--- src/rtl/lcd_menu_programmer.sv ---
// lcd_menu_programmer: button-driven mode menu that redraws the LCD through an Avalon-MM slave
module lcd_menu_programmer #(
    parameter int N_MODES     = 5,
    parameter int MAX_CHARS   = 16,
    parameter int TIMEOUT_CYC = 1024
) (
    input  logic                           clk,
    input  logic                           reset,
    input  logic                           left,
    input  logic                           right,
    input  logic                           select,
    output logic [$clog2(N_MODES)-1:0]     filter_mode,
    output logic [$clog2(N_MODES)-1:0]     highlight,
    output logic                           busy,
    output logic                           err,
    output logic [$clog2(N_MODES)-1:0]     txt_mode,
    output logic [$clog2(MAX_CHARS)-1:0]   txt_idx,
    input  logic [8:0]                     txt_word,
    input  logic [$clog2(MAX_CHARS+1)-1:0] txt_len,
    output logic                           address,
    output logic                           chipselect,
    output logic                           byteenable,
    output logic                           read,
    output logic                           write,
    input  logic                           waitrequest,
    input  logic [7:0]                     readdata,
    input  logic [1:0]                     response,
    output logic [7:0]                     writedata
);
    localparam int MW = $clog2(N_MODES);
    localparam int CW = $clog2(MAX_CHARS);
    localparam int LW = $clog2(MAX_CHARS + 1);
    localparam int KW = $clog2(MAX_CHARS + 3);
    localparam int TW = TIMEOUT_CYC > 1 ? $clog2(TIMEOUT_CYC) : 1;
    localparam logic [MW-1:0] LAST_MODE = MW'(N_MODES - 1);
    localparam logic [LW-1:0] MAX_LEN = LW'(MAX_CHARS);

    typedef enum logic [1:0] {IDLE, LOAD, WRITE} state_t;
    state_t state, state_next;

    logic          l_q, r_q, s_q, l_e, r_e, s_e;
    logic          pending, mark, stall, done, last, finish, tmo, go_load, unused_in;
    logic [MW-1:0] mode, hl_inc, hl_dec;
    logic [LW-1:0] len, len_clamped;
    logic [KW-1:0] k;
    logic [TW-1:0] wcnt;
    logic [8:0]    nxt_word;

    assign l_e         = left & ~l_q;
    assign r_e         = right & ~r_q;
    assign s_e         = select & ~s_q;
    assign hl_inc      = highlight == LAST_MODE ? '0 : highlight + 1'b1;
    assign hl_dec      = highlight == '0 ? LAST_MODE : highlight - 1'b1;
    assign len_clamped = txt_len > MAX_LEN ? MAX_LEN : txt_len;
    assign stall       = state == WRITE && waitrequest;
    assign done        = state == WRITE && !waitrequest;
    assign last        = k == KW'(len) + KW'(mark);
    assign finish      = done && (last || pending);
    assign tmo         = TIMEOUT_CYC > 0 && stall && int'(wcnt) == TIMEOUT_CYC - 1;
    assign go_load     = state_next == LOAD;
    assign nxt_word    = k + 1'b1 <= KW'(len) ? txt_word : 9'h12A;
    assign txt_mode    = state == LOAD ? highlight : mode;
    assign txt_idx     = CW'(k);
    assign busy        = state != IDLE;
    assign byteenable  = 1'b1;
    assign read        = 1'b0;
    assign unused_in   = ^{readdata, response};

    // sequencer state register
    always_ff @(posedge clk or posedge reset) begin
        if (reset) state <= IDLE;
        else       state <= state_next;
    end

    // next state: a pending refresh restarts the screen once the current word lands
    always_comb begin
        state_next = state;
        case (state)
            IDLE:    state_next = pending ? LOAD : IDLE;
            LOAD:    state_next = WRITE;
            default: state_next = tmo ? IDLE : finish ? (pending ? LOAD : IDLE) : WRITE;
        endcase
    end

    // buttons, menu registers, sequence counters and registered bus outputs
    always_ff @(posedge clk or posedge reset) begin
        if (reset) begin
            {l_q, r_q, s_q} <= '1;
            highlight       <= '0;
            filter_mode     <= '0;
            pending         <= 1'b1;
            err             <= 1'b0;
            chipselect      <= 1'b0;
            write           <= 1'b0;
            address         <= 1'b0;
            writedata       <= '0;
            mode            <= '0;
            len             <= '0;
            mark            <= 1'b0;
            k               <= '0;
            wcnt            <= '0;
        end else begin
            l_q       <= left;
            r_q       <= right;
            s_q       <= select;
            highlight <= r_e && !l_e ? hl_inc : l_e && !r_e ? hl_dec : highlight;
            if (s_e) filter_mode <= highlight;
            pending   <= go_load ? 1'b0 : pending | (l_e ^ r_e) | s_e;
            wcnt      <= stall ? wcnt + 1'b1 : '0;
            if (tmo) begin
                err        <= 1'b1;
                write      <= 1'b0;
                chipselect <= 1'b0;
            end else if (state == LOAD) begin
                mode       <= highlight;
                len        <= len_clamped;
                mark       <= highlight == filter_mode;
                k          <= '0;
                write      <= 1'b1;
                chipselect <= 1'b1;
                address    <= 1'b0;
                writedata  <= 8'h01;
            end else if (finish) begin
                write      <= 1'b0;
                chipselect <= 1'b0;
            end else if (done) begin
                k         <= k + 1'b1;
                address   <= nxt_word[8];
                writedata <= nxt_word[7:0];
            end
        end
    end
endmodule

--- config.mk ---
export PLATFORM = sky130hd
export DESIGN_NAME = lcd_menu_programmer
export DESIGN_NICKNAME = d
export VERILOG_FILES = /design/src/rtl/lcd_menu_programmer.sv
export SDC_FILE = /design/constraint.sdc
export NUM_CORES = 1
export LEC_CHECK = 0
export BUFFER_PORTS_ARGS = -buffer_cell sky130_fd_sc_hd__clkbuf_2
export CAP_MARGIN = 20
export CELL_PAD_IN_SITES_DETAIL_PLACEMENT = 1
export CELL_PAD_IN_SITES_GLOBAL_PLACEMENT = 2
export CORE_UTILIZATION = 33
export DETAILED_ROUTE_END_ITERATION = 7
export MAX_ROUTING_LAYER = met4
export PLACE_DENSITY_LB_ADDON = 0.25
export SLEW_MARGIN = 10
export SYNTH_ARGS = -nofsm -noshare
export SYNTH_HDL_FRONTEND = slang
export SYNTH_SLANG_ARGS = --single-unit
--- constraint.sdc ---
create_clock -name clk -period 3.1 [get_ports clk]
set_input_delay 0.31 -clock clk [delete_from_list [all_inputs] [get_ports clk]]
set_output_delay 0.31 -clock clk [all_outputs]
set_load 0.02 [all_outputs]
==> flow_summary.toml, run 1 <==
[status]
status = "finished clean"

[global_routing]
antenna_found_initial = 0
grt_overflow = 0
grt_max_degree = 48
track_usage_pct = 15.7
grt_pass1_vias = 2053
grt_pass1_wl_um = 9930

[logic_synthesis]
synth_cell_types = 44
synth_warnings = 0
synth_top_area_share_pct = 42.3
postSynthAreaPerCell_sq_um = 9.82
yosys_most_used_dff = "dfrtp_1"
post-synth-top-area-cell = "dfrtp_1"
syn_inst = 259
post-synth-top-count-cell = "dfrtp_1"
ys_seq_elements = 47
ys_top_cells_by_count = "dfrtp_1, nand2_1, nor2_1"
syn-num-nets = 303
ys_seq_area_share_pct = 46.4
synth-edff-count = 0
ys_top_cells_by_area = "dfrtp_1, ha_1, nand2_1, mux2i_1, dfstp_2"
synth_area_sq_mm = 0.00254
synthArstFlopShare_pct = 100

[worst_hold_path]
hp-class = "input pin to register"

[clock_network]
cts.sinks = 47
cts_tree = "built"
hold_buffers = 0
cts_root_buf = "clkbuf_8"
cts-buffers-inserted = 5
worst_skew_pair.late_latency_ns = 0.31
htree_levels = 2
postCtsSetupBuffers = 0
clk_path_buf_depth = 2
cts_resized = 0
clk_pin_slew_ns = 0.10

[floorplan]
die_area_sq_mm = 0.00806
die_h_um = 89.8
row_count = 31
start_util_pct = 34.5
core_area_sq_mm = 0.00737
io_pins = 58
die_x_um = 89.8

[worst_setup_path]
startpoint_type = "register"
endpoint_kind = "register"
slowest_delay_ns = 0.52
required_ns = 3.29
crit_path_frequent_cell = "ha_1"
cp_cell_sequence = "ha_1, ha_1, xor2_1, o22ai_1, a2111oi_4, nor3_2, buf_4, mux2_2"
critPathSlowestCell = "a2111oi_4"
crit_buf_inv = 1
crit_arrival_ns = 2.54
worstPathMaxFanout = 12
path_class = "register to register"
cp_top_family = "compound AO/OA/AOI/OAI gates"

[route]
drt-initial-drc-count = 99
wl_met1_um = 2740
vias = 1936
wl_met3_um = 115
dr.pass1.iters = 4
wl_met2_um = 2740
wl_um = 5700
highest_layer = "met4"
viasPerCell = 4.80
ant_nets = 0
wl_per_cell_um = 14.1
drc = 0

[finish]
drive_above_1_share_pct = 23.4
fillCellCount = 869
area_delta_synth_final_pct = 17.1
antennaDiodeCount = 0
utilization_pct = 40.4
finalNetCount = 347

[pwr]
p_leak_uw = 0.00144
powerDensity_mw_per_mm2 = 908
p_total_uw = 2700
peakVddDrop_mv = 0.338

[timing]
setup_violations = 0
rsz0062_at_grt = "no"
holdWs_ns = 0.0773
drv_slew = 0
hold_violations = 0
slew_headroom_pct = 57.7
tns_ns = 0
period_share_pct = 75.9
fin_crit_ns = 2.35
finClkSkew_ns = 0.0136
worst_slew_pin_slew_ns = 0.634
max_freq_mhz = 425

[placement]
place_congestion = 0.756
port_buffers = 45
hpwl_um = 4230

[job]
cap_violations = 0
==> layout by cell type, fill, tap and decap left out, types with 2 or more instances in the layout <==
cell type	count
a21oi_1	3
a41oi_1	2
and2_1	2
and3_1	5
buf_4	4
clkbuf_2	45
clkbuf_8	5
conb_1	2
dfrtp_1	43
dfstp_2	4
ha_1	14
inv_1	14
mux2_2	3
mux2i_1	12
nand2_1	37
nand2b_1	9
nand3_1	8
nand3b_1	2
nor2_1	20
nor2b_1	5
o21ai_0	18
o21bai_1	2
xnor2_1	9
xor2_1	11
==> report_power, final <==
part	leakage (uW)	internal, uW	switching (uW)
sequential	0.000606	792	192
combinational	0.000777	512	745
clock	0.0000581	241	222
total	0.00144	1540	1160
==> worst register-to-register path, cell delays in order, from the launching register on <==
cell and delay, ns:
dfrtp_1 0.41, ha_1 0.22, ha_1 0.23, xor2_1 0.16
o22ai_1 0.14, a2111oi_4 0.52, nor3_2 0.06, buf_4 0.22
mux2_2 0.29
==> final cells by class <==
cell class                 count  area [sq um]  share of cell area, %
tap                           99           124                   4.16
sequential                    47          1180                   39.7
clock buffer                   5          68.8                   2.31
clock inverter                 3          43.8                   1.47
inverter                      15          56.3                   1.89
timing repair buffer          51           285                   9.58
multi-input combinational    183          1220                   40.9
==> cell families after synthesis <==
logic type,after synthesis,synth area share (%)
adders and majority gates,14,6.89
DFF,47,46.4
AOI/OAI and AO/OA,37,9.94
other,2,0.295
buffers and inverters,29,5.66
and+or+nand+nor,95,17.9
xor gates and xnor gates,20,6.89
muxes,15,6.05
==> per-stage QoR <==
stage               std cells  area, sq um  setup slack, ns
global route              403         2980            0.491
global placement          393         2840            0.778
CTS                       401         2950            0.698
detailed placement        393         2840            0.717
finish                    403         2980            0.748
floorplan                 259         2540            0.944
==> metal layers <==
layer	global-route usage (%)	vias to the layer above
met2	25.4	28
li1	-	945
met5	-	-
met1	20.3	955
met4	6.15	0
met3	1.86	8
==> flip-flops by register name, summed over array words and instances, names as in the netlist <==
name         flops
state            2
address          1
err              1
filter_mode      3
r_q              1
k                5
write            1
writedata        8
pending          1
mark             1
mode             3
l_q              1
highlight        3
len              5
wcnt            10
s_q              1
==> path summary, 6_finish.rpt <==
path	startpoint	end	slack, ns	depth (start not counted)
min	right	r_q	0.08	1
min reg2reg	mode[2]	mode[2]	0.49	2
min in group asynchronous	reset	wcnt[5]	0.50	3
max in group asynchronous	reset	pending	2.04	4
max reg2reg	len[0]	k[4]	0.75	8
max	len[0]	k[4]	0.75	8
Note: power is estimated with default switching activity, not from simulation.
==> inputs of run 2 (changes only) <==
--- a/config.mk
+++ b/config.mk
@@ -9,7 +9,7 @@
 export CAP_MARGIN = 20
 export CELL_PAD_IN_SITES_DETAIL_PLACEMENT = 1
 export CELL_PAD_IN_SITES_GLOBAL_PLACEMENT = 2
-export CORE_UTILIZATION = 33
+export CORE_UTILIZATION = 30
 export DETAILED_ROUTE_END_ITERATION = 7
 export MAX_ROUTING_LAYER = met4
 export PLACE_DENSITY_LB_ADDON = 0.25
==> constraint.sdc (replaced) <==
create_clock -name clk -period 1.9 [get_ports clk]
set_input_delay 0.19 -clock clk [delete_from_list [all_inputs] [get_ports clk]]
set_output_delay 0.19 -clock clk [all_outputs]
set_load 0.02 [all_outputs]
==> flow_summary.toml, run 2 (same netlist as run 1, synthesis figures left out) <==
[timing]
rsz0062_at_grt = "yes"
holdWs_ns = 0.110
drv_slew = 0
max_freq_mhz = 479
period_share_pct = 110
hold_violations = 0
finClkSkew_ns = 0.00676
postLayoutSetupSlackWorst_ns = -0.188
fin_crit_ns = 2.09
setup_violations = 16

[placement]
port_buffers = 45
hpwl_um = 4330
post-place-ws_ns = -0.221
place_congestion = 0.723

[pwr]
peakVddDrop_mv = 0.610
p_comb_share_pct = 53.6
p_total_uw = 4740
p_sw_uw = 2020
p_int_uw = 2720
p_leak_uw = 0.00158
switching_share_pct = 42.5
power_frac_clock_pct = 12.6
powerDensity_mw_per_mm2 = 1440
p_seq_share_pct = 33.8

[route]
ant_nets = 0
viasPerCell = 4.60
drc = 0
drt-initial-drc-count = 87
dr.pass1.iters = 4
wl_um = 5870
wl_per_cell_um = 13.6
vias = 1986

[worst_setup_path]
startpoint_type = "register"
endpoint_kind = "register"
r2r_slack_ns = -0.19
worstPathMaxFanout = 5
required_ns = 2.12
crit_arrival_ns = 2.30
crit_path_start = "k[0]"
r2r_start = "k[0]"
path_class = "register to register"

[global_routing]
grt_overflow = 0
antenna_found_initial = 0
track_usage_pct = 15.0
grt_pass1_vias = 2035
grt_pass1_wl_um = 9990
grt_max_degree = 48

[clock_network]
cts.sinks = 47
cts_tree = "built"
cts-buffers-inserted = 5
worst_skew_pair.late_latency_ns = 0.30
htree_levels = 2
cts_root_buf = "clkbuf_8"
clk_pin_slew_ns = 0.09
clk_path_buf_depth = 2

[floorplan]
core_area_sq_mm = 0.00822
io_pins = 58
row_count = 33
start_util_pct = 31.0
die_x_um = 94.1
die_area_sq_mm = 0.00885
die_h_um = 94.1

[finish]
drive_above_1_share_pct = 31.8
utilization_pct = 40.2
final_common_cell = "clkbuf_2"
final_cell_mix = "clkbuf_2, dfrtp_1, nand2_1"
reg.largest.list = "wcnt: 10 flops, writedata: 8 flops"
antennaDiodeCount = 0
regMostFlops = "wcnt"
largest_register_ffs = 10
finalNetCount = 370
area_delta_synth_final_pct = 29.8

[job]
cap_violations = 0

[status]
status = "finished with violations"
violations = "setup timing"

[worst_hold_path]
hp-class = "input pin to register"
hp-start = "txt_word[7]"
==> run 2: final cells by class <==
class,count,area (sq um)
fillers,949,4920
well taps,105,131
clock inverters,1,5.00
inverters,15,56.3
clock buffers,7,76.3
flip-flops and latches,47,1180
multi-input cells,183,1350
repair buffers,74,498
==> run 2: repair_timing <==
| action | 4_1_cts | 5_1_grt |
|---|---|---|
| gates resized for setup | 11 | 3 |
| setup buffers | 5 | 2 |
| hold buffers | 4 | 0 |
| endpoints found under the setup margin | 16 | 16 |
| hold endpoints to repair | 46 | 0 |
| pin swaps | 14 | 6 |
==> run 2: critical path, stage by stage (launching register included) <==
cell and delay (ns):
dfrtp_2 0.46, ha_4 0.19, buf_6 0.12, xor2_2 0.14
ha_1 0.27, and3_4 0.15, o21a_1 0.13, o31ai_4 0.30
nand2_1 0.09, mux2i_1 0.16
==> run 2: power by group through the flow <==
stage	Sequential [uW]	Combinational (uW)	Clock [uW]
after CTS	1600	2540	629
after floorplan	1700	1490	0
after global placement	1600	2330	0
after detailed placement	1610	2370	0
after global routing	1650	2830	661
final	1600	2540	597
==> run 2: path summary, 6_finish.rpt <==
check | end | depth (start not counted)
max | writedata[6] | 9
min | writedata[7] | 3
max reg2reg | writedata[6] | 9
min reg2reg | wcnt[0] | 1
max in group asynchronous | l_q | 4
min in group asynchronous | wcnt[8] | 4
==> run 2: layer usage <==
| metal | track usage (%) | part of all wire, % | vias to the layer above |
|---|---|---|---|
| li1 | - | - | 989 |
| met1 | 19.7 | 48 | 973 |
| met2 | 24.3 | 49 | 22 |
| met3 | 2.83 | 2.3 | 2 |
| met4 | 3.08 | 0.034 | 0 |
| met5 | - | 0 | - |
==> run 2: stage by stage <==
step,instance area (sq um),std cells,TNS (ns)
finish,3300,432,-2.02
global route,3300,432,-3.65
CTS,3260,430,-2.42
detailed placement,3050,414,-2.80
global placement,3050,414,-2.39
floorplan,2600,259,-0.820
